$ cat src/rtl/spi_mem_arbiter_pkg.sv
// Shared types and constants for the SPI memory arbiter.
package spi_mem_arbiter_pkg;

  typedef enum logic [1:0] {
    StIdle  = 2'd0,
    StIssue = 2'd1,
    StWait  = 2'd2,
    StDone  = 2'd3
  } state_e;

  localparam logic ReqRead  = 1'b0;
  localparam logic ReqWrite = 1'b1;

  // Timer width; kept at least one bit so tiny timeouts still elaborate.
  function automatic int unsigned timer_width(input int unsigned cycles);
    return (cycles > 1) ? $clog2(cycles) : 1;
  endfunction

endpackage

$ cat src/rtl/spi_mem_arbiter_rr.sv
// Two-input round-robin grant; the port not served last wins a tie.
module rr_arbiter2 (
  input  logic       clk,
  input  logic       reset,
  input  logic [1:0] req_i,
  input  logic       accept_i,
  output logic       valid_o,
  output logic       gnt_o
);

  logic last_q, last_d;

  // Pick a winner and remember it once the caller accepts the grant.
  always_comb begin
    valid_o = |req_i;
    gnt_o   = (&req_i) ? ~last_q : req_i[1];
    last_d  = (accept_i && valid_o) ? gnt_o : last_q;
  end

  // Last-grant register; reset to 1 so port 0 wins the first tie.
  always_ff @(posedge clk) begin
    if (reset) begin
      last_q <= 1'b1;
    end else begin
      last_q <= last_d;
    end
  end

endmodule

$ cat src/rtl/spi_mem_arbiter.sv
// Serialises fetch (port 0) and load/store (port 1) onto one SPI memory interface.
module spi_mem_arbiter
  import spi_mem_arbiter_pkg::*;
#(
  parameter int unsigned TIMEOUT_CYCLES = 4096,
  parameter bit          P0_READ_ONLY   = 1'b1
) (
  input  logic        clk,
  input  logic        reset,
  input  logic        p0_req_i,
  input  logic        p0_we_i,
  input  logic [15:0] p0_addr_i,
  input  logic [15:0] p0_wdata_i,
  output logic [15:0] p0_rdata_o,
  output logic        p0_done_o,
  output logic        p0_err_o,
  input  logic        p1_req_i,
  input  logic        p1_we_i,
  input  logic [15:0] p1_addr_i,
  input  logic [15:0] p1_wdata_i,
  output logic [15:0] p1_rdata_o,
  output logic        p1_done_o,
  output logic        p1_err_o,
  output logic        mem_request_o,
  output logic        mem_request_type_o,
  output logic [15:0] mem_address_o,
  output logic [15:0] mem_write_data_o,
  input  logic [15:0] mem_data_out_i,
  input  logic        mem_ready_i,
  input  logic        mem_write_complete_i,
  output logic        busy_o,
  output logic        grant_o
);

  localparam int unsigned         TimerW    = timer_width(TIMEOUT_CYCLES);
  localparam logic [TimerW-1:0]   TimerLast = TimerW'(TIMEOUT_CYCLES - 1);
  localparam logic [TimerW-1:0]   TimerMax  = '1;

  state_e            state_q, state_d;
  logic              grant_q, grant_d;
  logic              type_q, type_d;
  logic [15:0]       addr_q, addr_d;
  logic [15:0]       wdata_q, wdata_d;
  logic [TimerW-1:0] timer_q, timer_d;
  logic              err_q, err_d;
  logic [15:0]       rdata0_q, rdata0_d;
  logic [15:0]       rdata1_q, rdata1_d;

  logic arb_valid, arb_gnt, complete;

  rr_arbiter2 u_rr (
    .clk      (clk),
    .reset    (reset),
    .req_i    ({p1_req_i, p0_req_i}),
    .accept_i (state_q == StIdle),
    .valid_o  (arb_valid),
    .gnt_o    (arb_gnt)
  );

  // Next-state and datapath capture for the transaction FSM.
  always_comb begin
    state_d  = state_q;
    grant_d  = grant_q;
    type_d   = type_q;
    addr_d   = addr_q;
    wdata_d  = wdata_q;
    timer_d  = timer_q;
    err_d    = err_q;
    rdata0_d = rdata0_q;
    rdata1_d = rdata1_q;
    // Only the pulse matching the latched type completes the transaction.
    complete = (type_q == ReqWrite) ? mem_write_complete_i : mem_ready_i;
    unique case (state_q)
      StIdle: begin
        if (arb_valid) begin
          grant_d = arb_gnt;
          addr_d  = arb_gnt ? p1_addr_i : p0_addr_i;
          wdata_d = arb_gnt ? p1_wdata_i : p0_wdata_i;
          type_d  = arb_gnt ? p1_we_i : (P0_READ_ONLY ? ReqRead : p0_we_i);
          state_d = StIssue;
        end
      end
      StIssue: begin
        timer_d = '0;
        state_d = StWait;
      end
      StWait: begin
        if (complete) begin
          err_d   = 1'b0;
          state_d = StDone;
          if (type_q == ReqRead) begin
            if (grant_q) rdata1_d = mem_data_out_i;
            else         rdata0_d = mem_data_out_i;
          end
        end else if (timer_q == TimerLast) begin
          err_d   = 1'b1;
          state_d = StDone;
        end else if (timer_q != TimerMax) begin
          timer_d = timer_q + 1'b1;
        end
      end
      StDone: begin
        state_d = StIdle;
      end
      default: state_d = StIdle;
    endcase
  end

  // State and datapath registers with synchronous reset.
  always_ff @(posedge clk) begin
    if (reset) begin
      state_q  <= StIdle;
      grant_q  <= 1'b0;
      type_q   <= ReqRead;
      addr_q   <= '0;
      wdata_q  <= '0;
      timer_q  <= '0;
      err_q    <= 1'b0;
      rdata0_q <= '0;
      rdata1_q <= '0;
    end else begin
      state_q  <= state_d;
      grant_q  <= grant_d;
      type_q   <= type_d;
      addr_q   <= addr_d;
      wdata_q  <= wdata_d;
      timer_q  <= timer_d;
      err_q    <= err_d;
      rdata0_q <= rdata0_d;
      rdata1_q <= rdata1_d;
    end
  end

  assign mem_request_o      = (state_q == StIssue);
  assign mem_request_type_o = type_q;
  assign mem_address_o      = addr_q;
  assign mem_write_data_o   = wdata_q;
  assign busy_o             = (state_q != StIdle);
  assign grant_o            = grant_q;
  assign p0_rdata_o         = rdata0_q;
  assign p1_rdata_o         = rdata1_q;
  assign p0_done_o          = (state_q == StDone) && !grant_q;
  assign p1_done_o          = (state_q == StDone) && grant_q;
  assign p0_err_o           = p0_done_o && err_q;
  assign p1_err_o           = p1_done_o && err_q;

endmodule
$ cat config.mk
export PLATFORM = sky130hd
export DESIGN_NAME = spi_mem_arbiter
export DESIGN_NICKNAME = d
export VERILOG_FILES = /design/src/rtl/spi_mem_arbiter_pkg.sv /design/src/rtl/spi_mem_arbiter_rr.sv /design/src/rtl/spi_mem_arbiter.sv
export SDC_FILE = /design/constraint.sdc
export NUM_CORES = 1
export LEC_CHECK = 0
export BUFFER_PORTS_ARGS = -buffer_cell sky130_fd_sc_hd__buf_2
export CAP_MARGIN = 20
export CORE_MARGIN = 8
export CORE_UTILIZATION = 42
export DETAILED_ROUTE_END_ITERATION = 6
export GPL_TIMING_DRIVEN = 0
export MAX_ROUTING_LAYER = met4
export PLACE_DENSITY = 0.81
export SLEW_MARGIN = 5
export SYNTH_ARGS = -nofsm -noshare
export SYNTH_HDL_FRONTEND = slang
export SYNTH_SLANG_ARGS = --single-unit
$ cat constraint.sdc
create_clock -name clk -period 1.8 [get_ports clk]
set_input_delay 0.18 -clock clk [delete_from_list [all_inputs] [get_ports clk]]
set_output_delay 0.18 -clock clk [all_outputs]
set_load 0.005 [all_outputs]
==> impl_metrics.xml <==
<?xml version="1.0" encoding="UTF-8"?>
<metrics>
  <group name="yosys">
    <metric name="syn_nets" unit="">506</metric>
    <metric name="yosys.cell_types.count" unit="">39</metric>
    <metric name="yosys.cell_count.top_type" unit="">sky130_fd_sc_hd__dfxtp_1</metric>
    <metric name="post_synth.cell_area_avg" unit="um^2">8.52</metric>
    <metric name="synthCells" unit="">413</metric>
    <metric name="post_synth_instance_area" unit="mm^2">0.00352</metric>
    <metric name="asyncSetResetFlopFracSynth" unit="%">0</metric>
    <metric name="yosys.area.top_type" unit="">sky130_fd_sc_hd__dfxtp_1</metric>
    <metric name="synth.top_cells.by_count" unit="">sky130_fd_sc_hd__dfxtp_1, sky130_fd_sc_hd__nand2_1, sky130_fd_sc_hd__nor2_1, sky130_fd_sc_hd__a21oi_1, sky130_fd_sc_hd__mux2i_1</metric>
    <metric name="synth_enable_flop_cells" unit="">0</metric>
    <metric name="synth_top_flop_cell" unit="">sky130_fd_sc_hd__dfxtp_1</metric>
    <metric name="synth_seq_cells" unit="">82</metric>
    <metric name="yosys_warnings" unit="">0</metric>
    <metric name="yosys-top-cells-area" unit="">sky130_fd_sc_hd__dfxtp_1, sky130_fd_sc_hd__mux2i_1, sky130_fd_sc_hd__nand2_1</metric>
    <metric name="synth-seq-area-share" unit="%">46.7</metric>
    <metric name="synthDominantCellAreaShare" unit="%">46.7</metric>
  </group>
  <group name="floorplan">
    <metric name="floorplan.initialDensity" unit="%">43.0</metric>
    <metric name="overall_die_area" unit="mm^2">0.0116</metric>
    <metric name="die_h" unit="um">108</metric>
    <metric name="fp.dieW" unit="um">108</metric>
    <metric name="design.portCount" unit="">160</metric>
    <metric name="num_rows" unit="">33</metric>
    <metric name="fp.coreArea" unit="mm^2">0.00818</metric>
  </group>
  <group name="critical_path">
    <metric name="critPathCapture" unit="">timer_q[3]$_SDFFE_PP0P_</metric>
    <metric name="critical_path.startpoint" unit="">timer_q[0]$_SDFFE_PP0P_</metric>
    <metric name="source_of_the_worst_register_to_register_timing_path" unit="">timer_q[0]$_SDFFE_PP0P_</metric>
    <metric name="crit_required" unit="ns">2.07</metric>
    <metric name="crit_path_capture_type" unit="">flop</metric>
    <metric name="cp_data_arrival_time" unit="ns">2.00</metric>
    <metric name="rr_endpoint" unit="">timer_q[3]$_SDFFE_PP0P_</metric>
    <metric name="critical_path_maximum_fanout" unit="">6</metric>
    <metric name="worst_reg_to_reg_path_cell_count" unit="">7</metric>
    <metric name="reg2reg_slack" unit="ns">0.07</metric>
    <metric name="timing.critical_path.from_type" unit="">flop</metric>
    <metric name="critPathKind" unit="">flop to flop</metric>
  </group>
  <group name="placement">
    <metric name="post-dp-hpwl" unit="mm">8.44</metric>
    <metric name="placed_cells_incl_taps" unit="">676</metric>
    <metric name="dpl-instance-area" unit="mm^2">0.00444</metric>
    <metric name="port-buffer-count" unit="">158</metric>
    <metric name="finalWeightedCongestion" unit="">0.887</metric>
  </group>
  <group name="global_routing">
    <metric name="first_pass_grt_wire_length" unit="mm">16.9</metric>
    <metric name="globalRouteOverflowTotal" unit="">0</metric>
    <metric name="grt_antenna_before_repair" unit="">0</metric>
    <metric name="first_global_vias" unit="">3661</metric>
    <metric name="largest_net_degree_at_the_start_of_global_routing" unit="">17</metric>
    <metric name="groute.usage.overall" unit="%">18.3</metric>
  </group>
  <group name="sta">
    <metric name="max_slew_margin" unit="%">60.7</metric>
    <metric name="fmax" unit="GHz">0.578</metric>
    <metric name="final-hold-violation-count" unit="">0</metric>
    <metric name="min_period" unit="ns">1.73</metric>
    <metric name="final-setup-viol-count" unit="">0</metric>
    <metric name="finalCritPeriodShare" unit="%">96.1</metric>
    <metric name="final-max-slew-violation-count" unit="">0</metric>
    <metric name="timing_worst_slew_pin_value" unit="ns">0.590</metric>
    <metric name="fin_worst_skew" unit="ns">0.0123</metric>
  </group>
  <group name="detailed_routing">
    <metric name="met3_length" unit="mm">1.01</metric>
    <metric name="routed_via_density" unit="">5.17</metric>
    <metric name="ant_nets" unit="">0</metric>
    <metric name="met1Wirelength" unit="mm">4.68</metric>
    <metric name="length_of_the_first_detailed_routing_pass_in_iterations" unit="">5</metric>
    <metric name="detailroute.wirelength.met2" unit="mm">5.02</metric>
    <metric name="highest-signal-layer" unit="">met4</metric>
    <metric name="route.detailed.drc" unit="">0</metric>
    <metric name="drt_wl_total" unit="mm">10.9</metric>
    <metric name="wire_per_inst" unit="um">15.5</metric>
    <metric name="drt_first_iter_violations" unit="">118</metric>
    <metric name="route.vias.total" unit="">3611</metric>
  </group>
  <group name="clock_tree">
    <metric name="post_cts_hold_buffer_count" unit="">0</metric>
    <metric name="clock_sink_count" unit="">82</metric>
    <metric name="maximum_level_of_the_cts_h_tree" unit="">3</metric>
    <metric name="clk_root_buffer_cell" unit="">sky130_fd_sc_hd__clkbuf_8</metric>
    <metric name="cts-root-to-sink-buffers" unit="">2</metric>
    <metric name="insertion_delay" unit="ns">0.35</metric>
    <metric name="tritoncts" unit="">built</metric>
    <metric name="numCtsBuffers" unit="">9</metric>
    <metric name="clk_transition_reported_paths" unit="ns">0.09</metric>
  </group>
  <group name="finish">
    <metric name="nFillCells" unit="">738</metric>
    <metric name="synthToLayoutAreaGrowth" unit="%">37.4</metric>
    <metric name="diodes" unit="">0</metric>
    <metric name="drive_gt1_share" unit="%">37.7</metric>
    <metric name="layoutNonFillerInstCount" unit="">699</metric>
    <metric name="final_cell_area" unit="mm^2">0.00483</metric>
    <metric name="final_net_count" unit="">682</metric>
  </group>
  <group name="power">
    <metric name="power.density_cell_area" unit="mW/mm^2">1200</metric>
    <metric name="vdd_drop_max" unit="mV">0.622</metric>
    <metric name="static-leakage-power" unit="nW">2.15</metric>
  </group>
  <group name="hold_path">
    <metric name="hold_crit_depth" unit="">3</metric>
    <metric name="worst_hold_path_type" unit="">input port to flop</metric>
  </group>
  <group name="run">
    <metric name="maxCapViolations" unit="">0</metric>
  </group>
  <group name="status">
    <metric name="outcome" unit="">finished clean</metric>
  </group>
</metrics>
==> what timing repair did <==
item,4_1_cts,5_1_grt
gates cloned,0,1
setup endpoints to repair,60,43
pin swaps,2,4
resized for setup,24,20
buffers inserted,2,9
==> worst max-delay path: stages, from the launching register on <==
cell and delay (ns):
sky130_fd_sc_hd__dfxtp_4 0.36, sky130_fd_sc_hd__ha_4 0.17, sky130_fd_sc_hd__and4_4 0.21, sky130_fd_sc_hd__nand4_1 0.21
sky130_fd_sc_hd__nand2_4 0.10, sky130_fd_sc_hd__buf_4 0.15, sky130_fd_sc_hd__or3_1 0.31, sky130_fd_sc_hd__a31oi_1 0.15
==> state kept, by name, indices dropped and copies added (netlist names) <==
signal	cells
mem_address_o	16
mem_write_data_o	16
p0_rdata_o	16
p1_rdata_o	16
timer_q	12
state_q	2
err_q	1
grant_o	1
mem_request_type_o	1
u_rr.last_q	1
==> kinds of logic after synthesis <==
kind of cell	share of synthesized area, %
AOI/OAI and AO/OA	16.3
muxes	10.0
DFF	46.7
adders and majority gates	1.78
buffers and inverters	4.16
and+or+nand+nor	21.1
==> per-layer routing <==
layer / global-route usage [%] / up-vias
li1: - / 1806
met1: 21.1 / 1637
met2: 28.9 / 156
met3: 5.93 / 12
met4: 7.04 / 0
met5: - / -
==> cell type report <==
cell class                 instances  area (um^2)  area share [%]
buffer                            24          134            2.77
clock inverter                     7         76.3            1.58
clock buffer                       9          124            2.56
multi-input combinational        296         1810            37.4
sequential                        82         1660            34.3
inverter                           6         22.5           0.466
timing repair buffer             170          878            18.2
tap                              105          131            2.72
==> report_power, final <==
| part | internal, mW | switching (mW) |
|---|---|---|
| clock network | 0.650 | 0.696 |
| logic | 0.903 | 1.16 |
| registers | 2.16 | 0.206 |
==> layout by cell type (no fill, tap or decap), types with 2 or more instances in the layout <==
cell type	instances
sky130_fd_sc_hd__dfxtp_4	4
sky130_fd_sc_hd__clkbuf_1	9
sky130_fd_sc_hd__ha_1	2
sky130_fd_sc_hd__nor2_1	41
sky130_fd_sc_hd__inv_6	2
sky130_fd_sc_hd__a31oi_1	5
sky130_fd_sc_hd__nand2b_1	2
sky130_fd_sc_hd__nand3_1	13
sky130_fd_sc_hd__and3_1	3
sky130_fd_sc_hd__nand4_1	3
sky130_fd_sc_hd__mux2i_1	33
sky130_fd_sc_hd__inv_1	5
sky130_fd_sc_hd__o311ai_1	2
sky130_fd_sc_hd__nand2_1	74
sky130_fd_sc_hd__clkbuf_2	4
sky130_fd_sc_hd__or3_1	4
sky130_fd_sc_hd__clkbuf_8	9
sky130_fd_sc_hd__a21oi_1	39
sky130_fd_sc_hd__and2_1	3
sky130_fd_sc_hd__buf_2	163
sky130_fd_sc_hd__ha_4	2
sky130_fd_sc_hd__or4_1	2
sky130_fd_sc_hd__a211oi_1	33
sky130_fd_sc_hd__dfxtp_1	77
sky130_fd_sc_hd__clkbuf_4	5
sky130_fd_sc_hd__and4_4	2
sky130_fd_sc_hd__nor2_4	2
sky130_fd_sc_hd__buf_6	2
sky130_fd_sc_hd__o21ai_0	4
sky130_fd_sc_hd__nand4b_1	2
sky130_fd_sc_hd__nor3_1	4
sky130_fd_sc_hd__clkinvlp_4	2
sky130_fd_sc_hd__buf_4	11
==> how the worst min path moves through the flow <==
stage,start,to,slack (ns)
after floorplan,mem_data_out_i[0],p0_rdata_o[0]$_SDFFE_PP0P_,0.32
after global placement,mem_data_out_i[15],p0_rdata_o[15]$_SDFFE_PP0P_,0.44
after detailed placement,mem_data_out_i[4],p0_rdata_o[4]$_SDFFE_PP0P_,0.44
after CTS,mem_data_out_i[4],p0_rdata_o[4]$_SDFFE_PP0P_,0.06
after global routing,mem_data_out_i[3],p0_rdata_o[3]$_SDFFE_PP0P_,0.06
final,mem_data_out_i[15],p0_rdata_o[15]$_SDFFE_PP0P_,0.08
==> metrics by stage <==
stage	util [%]	worst slack, ns	hold WS (ns)	TNS (ns)	total power [mW]
floorplan	-	0.119	0.316	0	3.48
global placement	54.3	-0.149	0.437	-6.06	4.19
detailed placement	54.3	-0.242	0.443	-9.73	4.27
CTS	57.4	0.000321	0.0562	0	5.67
global route	59.1	-0.00681	0.0622	-0.00681	6.15
finish	59.1	0.0706	0.0772	0	5.78
Power figures use the tool's default switching activity.
